===== src/rtl/mem_arb_pkg.sv =====
// Shared types for the memory port arbiter: requester identity and the
// per-transaction tracking entry kept until the response returns.
package mem_arb_pkg;

  typedef enum logic {
    SRC_INSTR = 1'b0,
    SRC_DATA  = 1'b1
  } mem_src_e;

  typedef struct packed {
    mem_src_e src;
    logic     discard;
  } outst_entry_t;

  // Instruction fetches are always full-word reads.
  localparam logic [3:0] INSTR_BE = 4'hF;

  // Returns the entry with discard set when a fetch flush hits an instr entry.
  function automatic outst_entry_t mark_flush(input outst_entry_t entry, input logic flush);
    outst_entry_t res;
    res = entry;
    if (flush && (entry.src == SRC_INSTR)) begin
      res.discard = 1'b1;
    end else begin
      res.discard = entry.discard;
    end
    return res;
  endfunction

endpackage


===== src/rtl/mem_arb_outst_fifo.sv =====
// In-order tracking FIFO of issued-but-unanswered transactions. A flush-mark
// pulse tags every resident instruction entry so its response is dropped.
module mem_arb_outst_fifo
  import mem_arb_pkg::*;
#(
  parameter int unsigned DEPTH = 2,
  localparam int unsigned PTR_W = (DEPTH > 1) ? $clog2(DEPTH) : 1,
  localparam int unsigned CNT_W = $clog2(DEPTH + 1)
) (
  input  logic             clk,
  input  logic             rstn,
  input  logic             push_i,
  input  outst_entry_t     push_entry_i,
  input  logic             pop_i,
  input  logic             flush_mark_i,
  output outst_entry_t     head_o,
  output logic [CNT_W-1:0] count_o
);

  outst_entry_t     entries_r [DEPTH];
  logic [PTR_W-1:0] rd_ptr_r;
  logic [PTR_W-1:0] wr_ptr_r;
  logic [CNT_W-1:0] count_r;

  // Pointers wrap at DEPTH, which need not be a power of two.
  function automatic logic [PTR_W-1:0] ptr_inc(input logic [PTR_W-1:0] ptr);
    logic [PTR_W-1:0] nxt;
    if (ptr == PTR_W'(DEPTH - 1)) begin
      nxt = '0;
    end else begin
      nxt = ptr + PTR_W'(1);
    end
    return nxt;
  endfunction

  // Entry storage: flush tags instr entries, then a push overwrites the tail slot.
  always_ff @(posedge clk or negedge rstn) begin
    if (!rstn) begin
      for (int i = 0; i < int'(DEPTH); i++) begin
        entries_r[i] <= '0;
      end
    end else begin
      for (int i = 0; i < int'(DEPTH); i++) begin
        entries_r[i] <= mark_flush(entries_r[i], flush_mark_i);
      end
      if (push_i) begin
        entries_r[wr_ptr_r] <= push_entry_i;
      end
    end
  end

  // Read/write pointers and occupancy; simultaneous push and pop leaves count alone.
  always_ff @(posedge clk or negedge rstn) begin
    if (!rstn) begin
      rd_ptr_r <= '0;
      wr_ptr_r <= '0;
      count_r  <= '0;
    end else begin
      if (push_i) begin
        wr_ptr_r <= ptr_inc(wr_ptr_r);
      end
      if (pop_i) begin
        rd_ptr_r <= ptr_inc(rd_ptr_r);
      end
      case ({push_i, pop_i})
        2'b10:   count_r <= count_r + CNT_W'(1);
        2'b01:   count_r <= count_r - CNT_W'(1);
        default: count_r <= count_r;
      endcase
    end
  end

  assign head_o  = entries_r[rd_ptr_r];
  assign count_o = count_r;

endmodule


===== src/rtl/mem_port_arbiter.sv =====
// Shares one req/gnt/rvalid memory port between the fetch port and the LSU
// port: arbitration with starvation guard, request lock until granted,
// in-order response routing and fetch-flush response dropping.
module mem_port_arbiter
  import mem_arb_pkg::*;
#(
  parameter int unsigned MAX_OUTSTANDING = 2,
  parameter int unsigned DATA_STREAK_MAX = 4
) (
  input  logic        clk,
  input  logic        rstn,
  input  logic        instr_req_i,
  input  logic [31:0] instr_addr_i,
  output logic        instr_gnt_o,
  output logic        instr_rvalid_o,
  output logic [31:0] instr_rdata_o,
  output logic        instr_err_o,
  input  logic        instr_flush_i,
  input  logic        data_req_i,
  input  logic        data_we_i,
  input  logic [3:0]  data_be_i,
  input  logic [31:0] data_addr_i,
  input  logic [31:0] data_wdata_i,
  output logic        data_gnt_o,
  output logic        data_rvalid_o,
  output logic [31:0] data_rdata_o,
  output logic        data_err_o,
  output logic        mem_req_o,
  output logic [31:0] mem_addr_o,
  output logic        mem_we_o,
  output logic [3:0]  mem_be_o,
  output logic [31:0] mem_wdata_o,
  input  logic        mem_gnt_i,
  input  logic        mem_rvalid_i,
  input  logic [31:0] mem_rdata_i,
  input  logic        mem_err_i,
  output logic        protocol_err_o
);

  localparam int unsigned CNT_W = $clog2(MAX_OUTSTANDING + 1);
  localparam int unsigned STK_W = $clog2(DATA_STREAK_MAX + 1);

  logic             lock_r;
  mem_src_e         owner_r;
  logic [STK_W-1:0] streak_r;
  logic             proto_err_r;

  mem_src_e         sel_src_s;
  logic             req_s;
  logic             issue_ok_s;
  logic             streak_full_s;
  logic             bus_gnt_s;
  logic             pop_s;
  outst_entry_t     head_s;
  outst_entry_t     push_entry_s;
  logic [CNT_W-1:0] count_s;

  assign issue_ok_s    = (count_s < CNT_W'(MAX_OUTSTANDING));
  assign streak_full_s = (streak_r == STK_W'(DATA_STREAK_MAX));

  // Owner selection: a locked owner keeps the bus, otherwise data wins unless instr is starved.
  always_comb begin
    sel_src_s = SRC_DATA;
    req_s     = 1'b0;
    if (!issue_ok_s) begin
      sel_src_s = SRC_DATA;
      req_s     = 1'b0;
    end else if (lock_r) begin
      sel_src_s = owner_r;
      req_s     = 1'b1;
    end else if (instr_req_i && (!data_req_i || streak_full_s)) begin
      sel_src_s = SRC_INSTR;
      req_s     = 1'b1;
    end else if (data_req_i) begin
      sel_src_s = SRC_DATA;
      req_s     = 1'b1;
    end else begin
      sel_src_s = SRC_DATA;
      req_s     = 1'b0;
    end
  end

  // Bus request fields follow the selected owner; fetches are fixed full-word reads.
  always_comb begin
    mem_req_o   = req_s;
    mem_addr_o  = 32'h0000_0000;
    mem_we_o    = 1'b0;
    mem_be_o    = 4'h0;
    mem_wdata_o = 32'h0000_0000;
    case (sel_src_s)
      SRC_INSTR: begin
        mem_addr_o  = instr_addr_i;
        mem_we_o    = 1'b0;
        mem_be_o    = INSTR_BE;
        mem_wdata_o = 32'h0000_0000;
      end
      SRC_DATA: begin
        mem_addr_o  = data_addr_i;
        mem_we_o    = data_we_i;
        mem_be_o    = data_be_i;
        mem_wdata_o = data_wdata_i;
      end
      default: begin
        mem_addr_o  = 32'h0000_0000;
        mem_we_o    = 1'b0;
        mem_be_o    = 4'h0;
        mem_wdata_o = 32'h0000_0000;
      end
    endcase
  end

  assign bus_gnt_s   = req_s & mem_gnt_i;
  assign instr_gnt_o = bus_gnt_s & (sel_src_s == SRC_INSTR);
  assign data_gnt_o  = bus_gnt_s & (sel_src_s == SRC_DATA);

  // Tracking entry for a new grant; a same-cycle flush already marks it discarded.
  always_comb begin
    push_entry_s.src     = sel_src_s;
    push_entry_s.discard = 1'b0;
    push_entry_s         = mark_flush(push_entry_s, instr_flush_i);
  end

  assign pop_s = mem_rvalid_i & (count_s != CNT_W'(0));

  mem_arb_outst_fifo #(
    .DEPTH (MAX_OUTSTANDING)
  ) u_outst_fifo (
    .clk          (clk),
    .rstn         (rstn),
    .push_i       (bus_gnt_s),
    .push_entry_i (push_entry_s),
    .pop_i        (pop_s),
    .flush_mark_i (instr_flush_i),
    .head_o       (head_s),
    .count_o      (count_s)
  );

  // Response routing to the head's issuer; discarded or just-flushed fetches stay silent.
  always_comb begin
    instr_rvalid_o = 1'b0;
    data_rvalid_o  = 1'b0;
    if (pop_s && !head_s.discard) begin
      case (head_s.src)
        SRC_INSTR: instr_rvalid_o = ~instr_flush_i;
        SRC_DATA:  data_rvalid_o  = 1'b1;
        default: begin
          instr_rvalid_o = 1'b0;
          data_rvalid_o  = 1'b0;
        end
      endcase
    end else begin
      instr_rvalid_o = 1'b0;
      data_rvalid_o  = 1'b0;
    end
  end

  assign instr_rdata_o  = mem_rdata_i;
  assign instr_err_o    = mem_err_i;
  assign data_rdata_o   = mem_rdata_i;
  assign data_err_o     = mem_err_i;
  assign protocol_err_o = proto_err_r;

  // Lock holds the owner while its request waits for mem_gnt_i.
  always_ff @(posedge clk or negedge rstn) begin
    if (!rstn) begin
      lock_r  <= 1'b0;
      owner_r <= SRC_INSTR;
    end else begin
      lock_r <= req_s & ~mem_gnt_i;
      if (req_s && !mem_gnt_i) begin
        owner_r <= sel_src_s;
      end
    end
  end

  // Starvation guard: count data grants that bypass a waiting fetch, saturating.
  always_ff @(posedge clk or negedge rstn) begin
    if (!rstn) begin
      streak_r <= '0;
    end else if (!instr_req_i || instr_gnt_o) begin
      streak_r <= '0;
    end else if (data_gnt_o && !streak_full_s) begin
      streak_r <= streak_r + STK_W'(1);
    end
  end

  // Sticky flag for a response arriving with nothing outstanding.
  always_ff @(posedge clk or negedge rstn) begin
    if (!rstn) begin
      proto_err_r <= 1'b0;
    end else if (mem_rvalid_i && (count_s == CNT_W'(0))) begin
      proto_err_r <= 1'b1;
    end
  end

endmodule


===== config.mk =====
export PLATFORM = sky130hd
export DESIGN_NAME = mem_port_arbiter
export DESIGN_NICKNAME = d
export VERILOG_FILES = /design/src/rtl/mem_arb_pkg.sv /design/src/rtl/mem_arb_outst_fifo.sv /design/src/rtl/mem_port_arbiter.sv
export SDC_FILE = /design/constraint.sdc
export NUM_CORES = 1
export LEC_CHECK = 0
export CAP_MARGIN = 20
export CORE_AREA = 2 2 110 112
export DETAILED_ROUTE_END_ITERATION = 12
export DIE_AREA = 0 0 112 114
export PLACE_DENSITY = 0.67
export SYNTH_ARGS = -nofsm -noshare
export SYNTH_HDL_FRONTEND = slang
export SYNTH_HIERARCHICAL = 1
export SYNTH_SLANG_ARGS = --single-unit

===== constraint.sdc =====
create_clock -name clk -period 2.5 [get_ports clk]
set_input_delay 0.5 -clock clk [delete_from_list [all_inputs] [get_ports clk]]
set_output_delay 0.5 -clock clk [all_outputs]
set_load 0.02 [all_outputs]

==> impl_metrics.tcl, run 1 <==
set metrics [dict create \
    root_buffer "clkbuf_16" \
    yosysSeqAreaShare 0.185 \
    cp_data_required_time_ns 2.00 \
    antenna_found_initial 0 \
    worstMarginPinSlew_ns 0.633 \
    grt_pass1_vias 2028 \
    worstSetupPathDepth 8 \
    cp_slowest_stage_delay_ns 0.36 \
    dp_hpwl_um 6620 \
    swShare 0.393 \
    p_int_mw 1.75 \
    initial_utilization 0.162 \
    start_kind "input pin" \
    dp.cells 494 \
    crit_family "buffers and inverters" \
    max_freq_mhz 381 \
    coreArea_um2 11700 \
    cts_buffer_depth 2 \
    ant_nets 0 \
    sequentialPowerShare 0.133 \
    power_density_nw_per_um2 720 \
    path_cells "dlygate4sd2_1, nor2b_4, a2111oi_4, buf_6, buf_12, buf_12, mux2_4, buf_6" \
    layout_setup_ws_ns -0.124 \
    vdd_drop_max_v 0.000537 \
    finalWirelength_um 8410 \
    rrSetupSlack_ns 0.51 \
    crit_fanout 7 \
    hold_viol_final 0 \
    cts_buffers 3 \
    grt_use_met3 0.0356 \
    drt-wirelength-per-cell_um 16.5 \
    nets 507 \
    syn_inst 220 \
    fin_skew_ns 0.00165 \
    cap_viol_max_count 0 \
    synth.top_cell.area_share 0.273 \
    drt_pre_antenna_iters 6 \
    p_sw_mw 1.13 \
    grt_use_total 0.122 \
    r2r.worst_path.cells 8 \
    combPwrFrac 0.747 \
    setup_viol 66 \
    ys_warn_count 6 \
    min_period_ns 2.62 \
    die_x_um 112 \
    cts_tree "done" \
    synth_edf_count 0 \
    hold_buffers 0 \
    grt_max_degree 40 \
    final_max_slew_viol_count 0 \
    final_layout_size_suffix_gt1_frac 0.467 \
    synth.area.top_cells "buf_4, mux2_2, dfrtp_1" \
    synth_seq_cells 14 \
    synthFlopType "dfrtp_1" \
    syn_area_um2 1890 \
    vias_per_cell 3.81 \
    insertion_delay_ns 0.25 \
    fillers 1212 \
    status "complete, but fails checks" \
    use_met2 0.223 \
    rows 40 \
    hold_path_depth 1 \
    power.share.clock 0.120 \
    failed_checks "negative setup slack" \
    synth.distinct_cells 32 \
    synth_common_cells "buf_4, and2_1, mux2_2" \
    end_kind "output pin" \
    clkSinkCount 14 \
    first_iter_violations 34 \
    path_buf_inv 5 \
    relSlewSlack 0.576 \
    grt-ovfl-total 0 \
    drc 0 \
    ctsHtreeMaxLevel 1 \
    fp.dieH_um 114 \
    syn_avg_cell_area_um2 8.61 \
    post-synth-top-count-cell "buf_4" \
    vias 1938 \
    area.growth.synth_to_final_pct 111 \
    portBuffers 182 \
    total_power_mw 2.88 \
    async_reset_ff_frac 1.00 \
    period_share 1.05 \
    io_pins 282 \
    grt_use_met1 0.144 \
    dieArea_um2 12800 \
    top_usage_layer "met2" \
    place_congestion 0.770 \
    crit_arrival_ns 2.12 \
    synth_area_leader_cell "buf_4" \
    syn-num-nets 364 \
    final_cells 509 \
    crit_type "in2out" \
    power.leakage_nw 1.83 \
    antennaDiodeCount 0 \
    clk_pin_slew_ns 0.05 \
    rsz0062_at_grt "yes" \
    grt_pass1_wl_um 12100 \
    hold_class "reg2reg" \
    slowest_stage "a2111oi_4" \
]
[power by group through the flow]
stage | registers [mW] | logic (mW) | clock network, mW
2_1_floorplan | 0.375 | 1.06 | 0
3_3_place_gp | 0.377 | 1.76 | 0
3_5_place_dp | 0.381 | 1.78 | 0
4_1_cts | 0.381 | 1.99 | 0.350
5_1_grt | 0.399 | 2.31 | 0.358
6_report | 0.384 | 2.15 | 0.346
[cells by family after synthesis]
family	Yosys count	share of synthesized area
buffers and inverters	83	0.301
multiplexers	35	0.210
XOR/XNOR	5	0.0231
flip-flops	14	0.185
AND/OR/NAND/NOR	63	0.192
AO/OA/AOI/OAI	17	0.0694
adder cells (fa/ha/maj)	3	0.0198
[path summary, 6_finish.rpt]
path                                       startpoint                               endpoint
setup / recovery                           data_req_i                         mem_addr_o[23]
hold / removal             protocol_err_o$_DFFE_PN0P_             protocol_err_o$_DFFE_PN0P_
setup reg to reg                     lock_r$_DFF_PN0_  u_outst_fifo/entries_r[1]$_DFFE_PN0P_
hold reg to reg            protocol_err_o$_DFFE_PN0P_             protocol_err_o$_DFFE_PN0P_
max in group asynchronous                        rstn                       lock_r$_DFF_PN0_
min in group asynchronous                        rstn             protocol_err_o$_DFFE_PN0P_
[state kept, by name (all words and copies together) (netlist names)]
register and cells:
lock_r 1, protocol_err_o 1, u_outst_fifo/count_o 2, u_outst_fifo/wr_ptr_r 1
u_outst_fifo/rd_ptr_r 1, streak_r 3, owner_r 1, u_outst_fifo/entries_r 4
[final cells by class]
cell class / instances / area (um2) / area share
Timing Repair Buffer: 211 / 2120 / 0.530
Multi-Input combinational cell: 123 / 1210 / 0.301
Sequential cell: 14 / 352 / 0.0878
Tap cell: 147 / 184 / 0.0459
Clock buffer: 4 / 88.8 / 0.0222
Inverter: 10 / 53.8 / 0.0134
[per-stage QoR]
step / hold WS [ns] / setup slack (ns) / instance area [um2] / setup TNS, ns / util
2_1_floorplan: 0.204 / 0.131 / 1900 / 0 / -
3_3_place_gp: 0.440 / -0.796 / 3520 / -50.63 / 0.301
3_5_place_dp: 0.447 / -0.864 / 3520 / -52.80 / 0.301
4_1_cts: 0.455 / -0.166 / 3820 / -6.22 / 0.326
5_1_grt: 0.465 / -0.192 / 4010 / -9.00 / 0.342
6_report: 0.451 / -0.124 / 4010 / -4.05 / 0.342
[repair_timing]
action                                  4_1_cts  5_1_grt
endpoints found under the hold margin         0        0
cloned                                        3        0
gates resized for setup                     383      104
endpoints found under the setup margin       72       74
buffers inserted                              4        4
pin swaps                                     3        2
[routing by layer]
layer  routed length [um]  vias to the layer above
li1                     -                      941
met1                 3290                      870
met2                 4390                      121
met3                  689                        6
met4                   50                        0
met5                    0                        -
[cells in the final DEF, fill, tap and decap left out, types with 2 or more instances in the layout]
cell,Yosys,routed
a21oi_1,4,4
and2_1,35,19
and2_4,0,16
buf_12,0,6
buf_16,0,2
buf_2,0,19
buf_4,69,23
buf_6,0,50
clkbuf_16,0,3
clkdlybuf4s50_1,0,106
dfrtp_1,14,13
dlygate4sd2_1,0,2
dlymetal6s2s_1,0,3
ha_1,3,2
inv_1,9,7
inv_2,1,2
mux2_2,34,4
mux2_4,1,31
nand2_1,6,5
nand2b_1,6,2
nand2b_4,0,4
nor2_1,6,6
nor3_1,4,2
nor3_4,0,2
o21ai_0,3,3
xnor2_1,2,2
xor2_1,3,3
[worst register-to-register path, delay by kind of cell, from the launching register on]
family	cells	cell delay (ns)
buffers and inverters	5	0.64
AO/OA/AOI/OAI	1	0.30
AND/OR/NAND/NOR	1	0.22
multiplexers	1	0.26
flip-flops	1	0.46
Note: power is estimated with default switching activity, not from simulation.
==> run 2, diff against run 1 <==
--- a/config.mk
+++ b/config.mk
@@ -7,6 +7,7 @@
 export LEC_CHECK = 0
 export CAP_MARGIN = 20
 export CORE_AREA = 2 2 110 112
+export CTS_CLUSTER_DIAMETER = 60
 export DETAILED_ROUTE_END_ITERATION = 12
 export DIE_AREA = 0 0 112 114
 export PLACE_DENSITY = 0.67
==> results of run 2 <==
Final layout, timing and power as in run 1 (identical DEF).
